==> src/rtl/clkdiv_pkg.sv <==
// Shared constants and types for the programmable clock divider.
// Channels derive their divisor limits and state layout from here.
package clkdiv_pkg;

  localparam int DEF_CNT_W = 33;
  localparam int MIN_DIV   = 2;
  localparam int DEF_DIV   = 10000;

  // Per-channel state at the default counter width.
  typedef struct packed {
    logic [DEF_CNT_W-1:0] count;
    logic [DEF_CNT_W-1:0] div_active;
    logic [DEF_CNT_W-1:0] div_pending;
    logic                 pend_vld;
  } chan_state_t;

  // Width of a channel index; a single channel still needs one select bit.
  function automatic int ch_idx_w(input int channels);
    return (channels > 1) ? $clog2(channels) : 1;
  endfunction

endpackage

==> src/rtl/clkdiv_channel.sv <==
// One divider channel: period counter, pending-divisor slot and registered
// out_clk/tick. A divisor change only lands on a period boundary.
module clkdiv_channel
  import clkdiv_pkg::*;
#(
  parameter int          CNT_W       = DEF_CNT_W,
  parameter int unsigned DEFAULT_DIV = DEF_DIV
) (
  input  logic             in_clk,
  input  logic             rst_n,
  input  logic             en,
  input  logic             restart,
  input  logic             wr,
  input  logic [CNT_W-1:0] wr_div,
  output logic             busy,
  output logic             out_clk,
  output logic             tick
);

  typedef struct packed {
    logic [CNT_W-1:0] count;
    logic [CNT_W-1:0] div_active;
    logic [CNT_W-1:0] div_pending;
    logic             pend_vld;
  } state_t;

  localparam logic [CNT_W-1:0] MIN_D = CNT_W'(MIN_DIV);
  localparam logic [CNT_W-1:0] RST_D = CNT_W'(DEFAULT_DIV);
  localparam logic [CNT_W-1:0] ONE   = CNT_W'(1);

  state_t           state_reg, state_next;
  logic             out_reg, out_next;
  logic             tick_reg, tick_next;
  logic [CNT_W-1:0] div_clamped;
  logic [CNT_W-1:0] wrap_div;
  logic [CNT_W-1:0] count_new;
  logic [CNT_W-1:0] div_new;
  logic             wrap;

  always_comb begin
    div_clamped = (wr_div < MIN_D) ? MIN_D : wr_div;
    wrap        = (state_reg.count == state_reg.div_active - ONE);
    // The divisor that governs the period starting at the next boundary.
    wrap_div    = state_reg.pend_vld ? state_reg.div_pending : state_reg.div_active;
    count_new   = wrap ? '0 : state_reg.count + ONE;
    div_new     = wrap ? wrap_div : state_reg.div_active;
  end

  always_comb begin
    state_next = state_reg;
    out_next   = out_reg;
    tick_next  = 1'b0;
    if (restart) begin
      state_next.div_active = wrap_div;
      state_next.pend_vld   = 1'b0;
      state_next.count      = '0;
      out_next              = 1'b1;
      tick_next             = en;
    end else if (wr && !en) begin
      state_next.div_active = div_clamped;
      state_next.count      = div_clamped - ONE;
    end else if (en) begin
      state_next.count      = count_new;
      state_next.div_active = div_new;
      if (wrap) begin
        state_next.pend_vld = 1'b0;
      end
      out_next  = (count_new < (div_new >> 1));
      tick_next = wrap;
    end
    // Writes against a running (or restarting) channel wait for a boundary.
    if (wr && (restart || en)) begin
      state_next.div_pending = div_clamped;
      state_next.pend_vld    = 1'b1;
    end
  end

  always_ff @(posedge in_clk) begin
    if (!rst_n) begin
      state_reg <= '{count: RST_D - ONE, div_active: RST_D, div_pending: '0, pend_vld: 1'b0};
      out_reg   <= 1'b0;
      tick_reg  <= 1'b0;
    end else begin
      state_reg <= state_next;
      out_reg   <= out_next;
      tick_reg  <= tick_next;
    end
  end

  assign busy    = state_reg.pend_vld;
  assign out_clk = out_reg;
  assign tick    = tick_reg;

endmodule

==> src/rtl/prog_clock_divider.sv <==
// Multi-channel runtime-programmable clock divider: one clkdiv_channel per
// output plus the shared config port decode and ready mux.
module prog_clock_divider
  import clkdiv_pkg::*;
#(
  parameter  int          CHANNELS    = 4,
  parameter  int          CNT_W       = DEF_CNT_W,
  parameter  int unsigned DEFAULT_DIV = DEF_DIV,
  localparam int          CH_W        = ch_idx_w(CHANNELS)
) (
  input  logic                in_clk,
  input  logic                rst_n,
  input  logic [CHANNELS-1:0] en,
  input  logic                sync_restart,
  input  logic                cfg_valid,
  input  logic [CH_W-1:0]     cfg_ch,
  input  logic [CNT_W-1:0]    cfg_div,
  output logic                cfg_ready,
  output logic [CHANNELS-1:0] out_clk,
  output logic [CHANNELS-1:0] tick
);

  logic [CHANNELS-1:0]      busy;
  logic [(1 << CH_W)-1:0]   busy_ext;
  logic                     cfg_accept;

  // Unused index codes read as idle, so writes to them are accepted and dropped.
  always_comb begin
    busy_ext                 = '0;
    busy_ext[CHANNELS-1:0]   = busy;
  end

  assign cfg_ready  = ~busy_ext[cfg_ch];
  assign cfg_accept = cfg_valid & cfg_ready;

  generate
    for (genvar gi = 0; gi < CHANNELS; gi++) begin : g_ch
      clkdiv_channel #(
        .CNT_W       (CNT_W),
        .DEFAULT_DIV (DEFAULT_DIV)
      ) u_ch (
        .in_clk  (in_clk),
        .rst_n   (rst_n),
        .en      (en[gi]),
        .restart (sync_restart),
        .wr      (cfg_accept && (cfg_ch == CH_W'(gi))),
        .wr_div  (cfg_div),
        .busy    (busy[gi]),
        .out_clk (out_clk[gi]),
        .tick    (tick[gi])
      );
    end
  endgenerate

endmodule

==> config.mk <==
export PLATFORM = sky130hd
export DESIGN_NAME = prog_clock_divider
export DESIGN_NICKNAME = d
export VERILOG_FILES = /design/src/rtl/clkdiv_pkg.sv /design/src/rtl/clkdiv_channel.sv /design/src/rtl/prog_clock_divider.sv
export SDC_FILE = /design/constraint.sdc
export NUM_CORES = 2
export LEC_CHECK = 0
export CAP_MARGIN = 20
export CORE_MARGIN = 3
export CORE_UTILIZATION = 44
export DETAILED_ROUTE_END_ITERATION = 12
export PLACE_DENSITY = 0.66
export SYNTH_ARGS = -nofsm -noshare
export SYNTH_HDL_FRONTEND = slang
export SYNTH_SLANG_ARGS = --single-unit
export TNS_END_PERCENT = 30
==> constraint.sdc <==
create_clock -name in_clk -period 12.8 [get_ports in_clk]
set_input_delay 1.28 -clock in_clk [delete_from_list [all_inputs] [get_ports in_clk]]
set_output_delay 1.28 -clock in_clk [all_outputs]
set_load 0.005 [all_outputs]
==> impl_metrics.prom <==
# TYPE chip_impl_metric gauge
chip_impl_info{name="run_status",value="complete, no violations"} 1
chip_impl_metric{name="fin_ws",unit="ns"} 6.02
chip_impl_metric{name="proportion_of_register_bits_with_asynchronous_set_or_reset_after_synthesis",unit="%"} 0
chip_impl_metric{name="drive_gt1_share",unit="%"} 6.68
chip_impl_info{name="largest_family_of_logic_cells_by_synthesized_area",value="simple AND/OR/NAND/NOR gates"} 1
chip_impl_info{name="critical-path-slowest-cell",value="sky130_fd_sc_hd__clkdlybuf4s50_1"} 1
chip_impl_info{name="worst_hold_path_type",value="flop to flop"} 1
chip_impl_metric{name="drt_drc_violations_left",unit=""} 0
chip_impl_metric{name="initial_antenna_violation_count",unit=""} 5
chip_impl_metric{name="post_cts_buffers",unit=""} 0
chip_impl_metric{name="grt_first_pass_wirelength",unit="um"} 176000
chip_impl_metric{name="r2r.worst_path.cells",unit=""} 20
chip_impl_metric{name="postRouteWirelength",unit="um"} 117000
chip_impl_metric{name="grt_overflow",unit=""} 0
chip_impl_metric{name="synth_compound_gate_area_share",unit="%"} 22.7
chip_impl_info{name="synth_top_cells_by_count",value="551 x sky130_fd_sc_hd__nor2_1, 492 x sky130_fd_sc_hd__nand2_1, 408 x sky130_fd_sc_hd__dfxtp_1, 339 x sky130_fd_sc_hd__a21oi_1, 283 x sky130_fd_sc_hd__clkbuf_1"} 1
chip_impl_metric{name="hpwl",unit="um"} 83300
chip_impl_metric{name="insertion_delay",unit="ns"} 0.61
chip_impl_info{name="synthTopCellsByArea",value="sky130_fd_sc_hd__dfxtp_1 27%, sky130_fd_sc_hd__nor2_1 6.9%, sky130_fd_sc_hd__nand2_1 6.2%, sky130_fd_sc_hd__a21oi_1 5.7%, sky130_fd_sc_hd__ha_1 5.5%"} 1
chip_impl_metric{name="syn_nets",unit=""} 4222
chip_impl_metric{name="tritoncts_num_sinks",unit=""} 408
chip_impl_metric{name="synth_seq_area_share",unit="%"} 27.2
chip_impl_metric{name="finalClockSkew",unit="ns"} 0.0302
chip_impl_metric{name="postSynthCellCount",unit=""} 4046
chip_impl_metric{name="synth_xor_area_share",unit="%"} 8.81
chip_impl_metric{name="drt_pre_antenna_iters",unit=""} 8
chip_impl_metric{name="drt.antenna.violating_nets",unit=""} 0
chip_impl_info{name="rsz0062_at_grt",value="no"} 1
chip_impl_metric{name="count_of_boundary_i_o_pins",unit=""} 52
chip_impl_metric{name="numCtsBuffers",unit=""} 46
chip_impl_metric{name="initial_utilization",unit="%"} 44.6
chip_impl_metric{name="max-vdd-ir-drop",unit="uV"} 95.0
chip_impl_metric{name="finish.instance_area",unit="um^2"} 32500
chip_impl_metric{name="yosysUniqueCellTypes",unit=""} 89
chip_impl_metric{name="r2r_slack",unit="ns"} 6.47
chip_impl_metric{name="final_period_utilization",unit="%"} 53.0
chip_impl_metric{name="totalNegativeSetupSlack",unit="ns"} 0
chip_impl_metric{name="post_dp_cell_area",unit="um^2"} 31000
chip_impl_metric{name="drt-initial-drc-count",unit=""} 4377
chip_impl_metric{name="finalCriticalPeriod",unit="ns"} 6.78
chip_impl_metric{name="leakagePower",unit="nW"} 11.5
chip_impl_metric{name="layout-area-overhead-vs-synth",unit="%"} 8.34
chip_impl_metric{name="gp_routability_congestion",unit=""} 0.987
chip_impl_info{name="synth_most_common_cell",value="sky130_fd_sc_hd__nor2_1"} 1
chip_impl_metric{name="share_of_synthesized_cell_area_in_and_or_nand_and_nor_gates",unit="%"} 25.4
chip_impl_info{name="cts-root-buf",value="sky130_fd_sc_hd__clkbuf_16"} 1
chip_impl_info{name="topRoutingLayerUsed",value="met5"} 1
chip_impl_info{name="post_synthesis_cell_type_with_the_largest_combined_area",value="sky130_fd_sc_hd__dfxtp_1"} 1
chip_impl_metric{name="cts-resized-gates",unit=""} 0
chip_impl_metric{name="vias_per_cell",unit=""} 6.44
chip_impl_info{name="endpoint_kind",value="flop"} 1
chip_impl_metric{name="synth_enable_flop_cells",unit=""} 0
chip_impl_metric{name="finalSetupViolCount",unit=""} 0
chip_impl_metric{name="timing.critical_path.fanout_max",unit=""} 11
chip_impl_metric{name="synth_mux_area_share",unit="%"} 5.05
chip_impl_metric{name="num-nets-final",unit=""} 4077
chip_impl_metric{name="critical_path_s_largest_stage_delay",unit="ns"} 0.81
chip_impl_metric{name="met1_wire_length",unit="um"} 49300
chip_impl_metric{name="synth_adder_area_share",unit="%"} 5.54
chip_impl_metric{name="total_of_max_cap_violations",unit=""} 0
chip_impl_metric{name="largest_register_ffs",unit=""} 396
chip_impl_metric{name="timing.critical_path.arrival",unit="ns"} 7.24
chip_impl_metric{name="clkTransAtPathRegs",unit="ns"} 0.06
chip_impl_metric{name="combined_area_of_all_synthesized_cells",unit="um^2"} 30000
chip_impl_metric{name="htreeDepth",unit=""} 2
chip_impl_metric{name="die-height",unit="um"} 267
chip_impl_metric{name="worst_ep_required_time",unit="ns"} 13.26
chip_impl_info{name="ys.flop_type",value="sky130_fd_sc_hd__dfxtp_1"} 1
chip_impl_metric{name="netlist.area_leader.share",unit="%"} 27.2
chip_impl_metric{name="floorplan.core_area",unit="um^2"} 67400
chip_impl_metric{name="worstHoldPathCells",unit=""} 2
chip_impl_metric{name="synth_seq_cells",unit=""} 408
chip_impl_metric{name="hold_viol_final",unit=""} 0
chip_impl_metric{name="grt_start_max_net_pins",unit=""} 83
chip_impl_metric{name="met2_wl",unit="um"} 46900
chip_impl_metric{name="amount_of_wire_on_met3_after_detailed_routing",unit="um"} 14600
chip_impl_metric{name="fmax",unit="MHz"} 148
chip_impl_info{name="cp-start-kind",value="input port"} 1
chip_impl_metric{name="ctsLongestPathBuffers",unit=""} 3
chip_impl_metric{name="first_global_vias",unit=""} 27600
chip_impl_metric{name="report.power.total",unit="W"} 0.00350
chip_impl_metric{name="hold_buf_cts",unit=""} 0
chip_impl_metric{name="max_slew.worst_pin.slew",unit="ns"} 1.31
chip_impl_metric{name="route.detailed.wl_per_inst",unit="um"} 24.4
chip_impl_metric{name="vias",unit=""} 31000
chip_impl_info{name="worst-setup-path-type",value="input port to flop"} 1
chip_impl_metric{name="io_buffer_count",unit=""} 51
chip_impl_info{name="tritoncts",value="built"} 1
chip_impl_metric{name="groute.usage.overall",unit="%"} 31.9
chip_impl_info{name="critical_path.cell_chain",value="clkdlybuf4s50_1 -> or4_1 -> nor4_1 -> or3b_2 -> or3_1 -> nand2_1 -> ha_1 -> nor2b_1 -> nand4_1 -> nor4_1 -> nand2_1 -> nor2_1 -> nand2_1 -> xor2_1 -> a211oi_1 -> a21oi_1 -> nor2_1"} 1
chip_impl_metric{name="powerDensity",unit="nW/um^2"} 108
chip_impl_metric{name="finalMaxSlewViolations",unit=""} 0
chip_impl_metric{name="die-area",unit="um^2"} 71400
chip_impl_metric{name="headroom_to_the_max_slew_limit",unit="%"} 12.0
chip_impl_metric{name="synth_area_per_inst",unit="um^2"} 7.42
chip_impl_info{name="critPathMostFrequentCell",value="sky130_fd_sc_hd__nand2_1"} 1
chip_impl_metric{name="ys_warn_count",unit=""} 0
chip_impl_metric{name="horizontal_extent_of_the_die",unit="um"} 267
chip_impl_metric{name="place_worst_setup_slack",unit="ns"} 5.65
chip_impl_metric{name="rows",unit=""} 95
metrics by stage:
step / std cells / util, % / hold slack (ns)
CTS: 4803 / 48.2 / 0.459
floorplan: 4046 / - / 0.433
global placement: 4720 / 46.0 / 0.444
finish: 4812 / 48.3 / 0.457
global route: 4808 / 48.3 / 0.476
detailed placement: 4721 / 46.0 / 0.451
kinds of logic (layout without fill, tap and decap cells):
family                   count (synthesis)  in the layout
AND/OR/NAND/NOR                       1623           1623
AO/OA/AOI/OAI                         1033           1033
flip-flops                             408            408
buffers and inverters                  397            286
XOR/XNOR                               302            302
multiplexers                           150            150
adder cells (fa/ha/maj)                133            133
other                                    0              4
critical path: cells and delay by family:
| family | cells | cell delay, ns |
|---|---|---|
| buffers and inverters | 1 | 0.81 |
| adders and majority gates | 1 | 0.29 |
| and+or+nand+nor | 12 | 4.14 |
| xor gates and xnor gates | 1 | 0.42 |
| AOI/OAI and AO/OA | 2 | 0.30 |
metal layers:
metal | vias up | track usage [%]
met2 | 1826 | 45.2
met3 | 336 | 7.78
met4 | 6 | 15.3
met5 | - | 0
met1 | 14500 | 45.1
li1 | 14300 | -
cell usage in the layout, fill, tap and decap left out, types with 29 or more instances in the layout:
cell type	n
sky130_fd_sc_hd__o21ai_0	165
sky130_fd_sc_hd__a31oi_1	31
sky130_fd_sc_hd__dfxtp_1	408
sky130_fd_sc_hd__or3_1	30
sky130_fd_sc_hd__inv_1	60
sky130_fd_sc_hd__a211oi_1	84
sky130_fd_sc_hd__xnor2_1	168
sky130_fd_sc_hd__clkbuf_16	46
sky130_fd_sc_hd__nor3_1	78
sky130_fd_sc_hd__o211ai_1	29
sky130_fd_sc_hd__nor2b_1	39
sky130_fd_sc_hd__nor2_1	545
sky130_fd_sc_hd__a21o_1	45
sky130_fd_sc_hd__mux2i_1	136
sky130_fd_sc_hd__ha_1	133
sky130_fd_sc_hd__xor2_1	133
sky130_fd_sc_hd__buf_4	90
sky130_fd_sc_hd__nand4_1	82
sky130_fd_sc_hd__nand3_1	100
sky130_fd_sc_hd__a21oi_1	339
sky130_fd_sc_hd__clkdlybuf4s50_1	46
sky130_fd_sc_hd__nor4_1	64
sky130_fd_sc_hd__nand2_1	491
sky130_fd_sc_hd__o221ai_1	46
path summary, 6_finish.rpt:
| path | from | endpoint |
|---|---|---|
| worst min register to register | g_ch[3].u_ch.state_reg[10] | g_ch[3].u_ch.state_reg[10] |
| worst min-delay path | g_ch[3].u_ch.state_reg[10] | g_ch[3].u_ch.state_reg[10] |
| worst max-delay path | cfg_div[22] | g_ch[0].u_ch.state_reg[99] |
| worst max register to register | g_ch[2].u_ch.state_reg[44] | g_ch[2].u_ch.out_clk |
power by group:
part | total, W | switching [W] | leakage (nW) | internal, W
sequential | 0.00144 | 0.000109 | 3.33 | 0.00133
clock | 0.00136 | 0.000592 | 0.734 | 0.000764
combinational | 0.000704 | 0.000437 | 7.48 | 0.000267
layout make-up:
class | instances | area (um^2)
fill | 6633 | 34900
multi-input combinational | 3241 | 20400
sequential | 408 | 8170
clock buffer | 62 | 1280
timing repair buffer | 141 | 1170
tap | 873 | 1090
inverter | 63 | 241
clock inverter | 20 | 203
antenna | 4 | 10.0
Power figures use the tool's default switching activity.
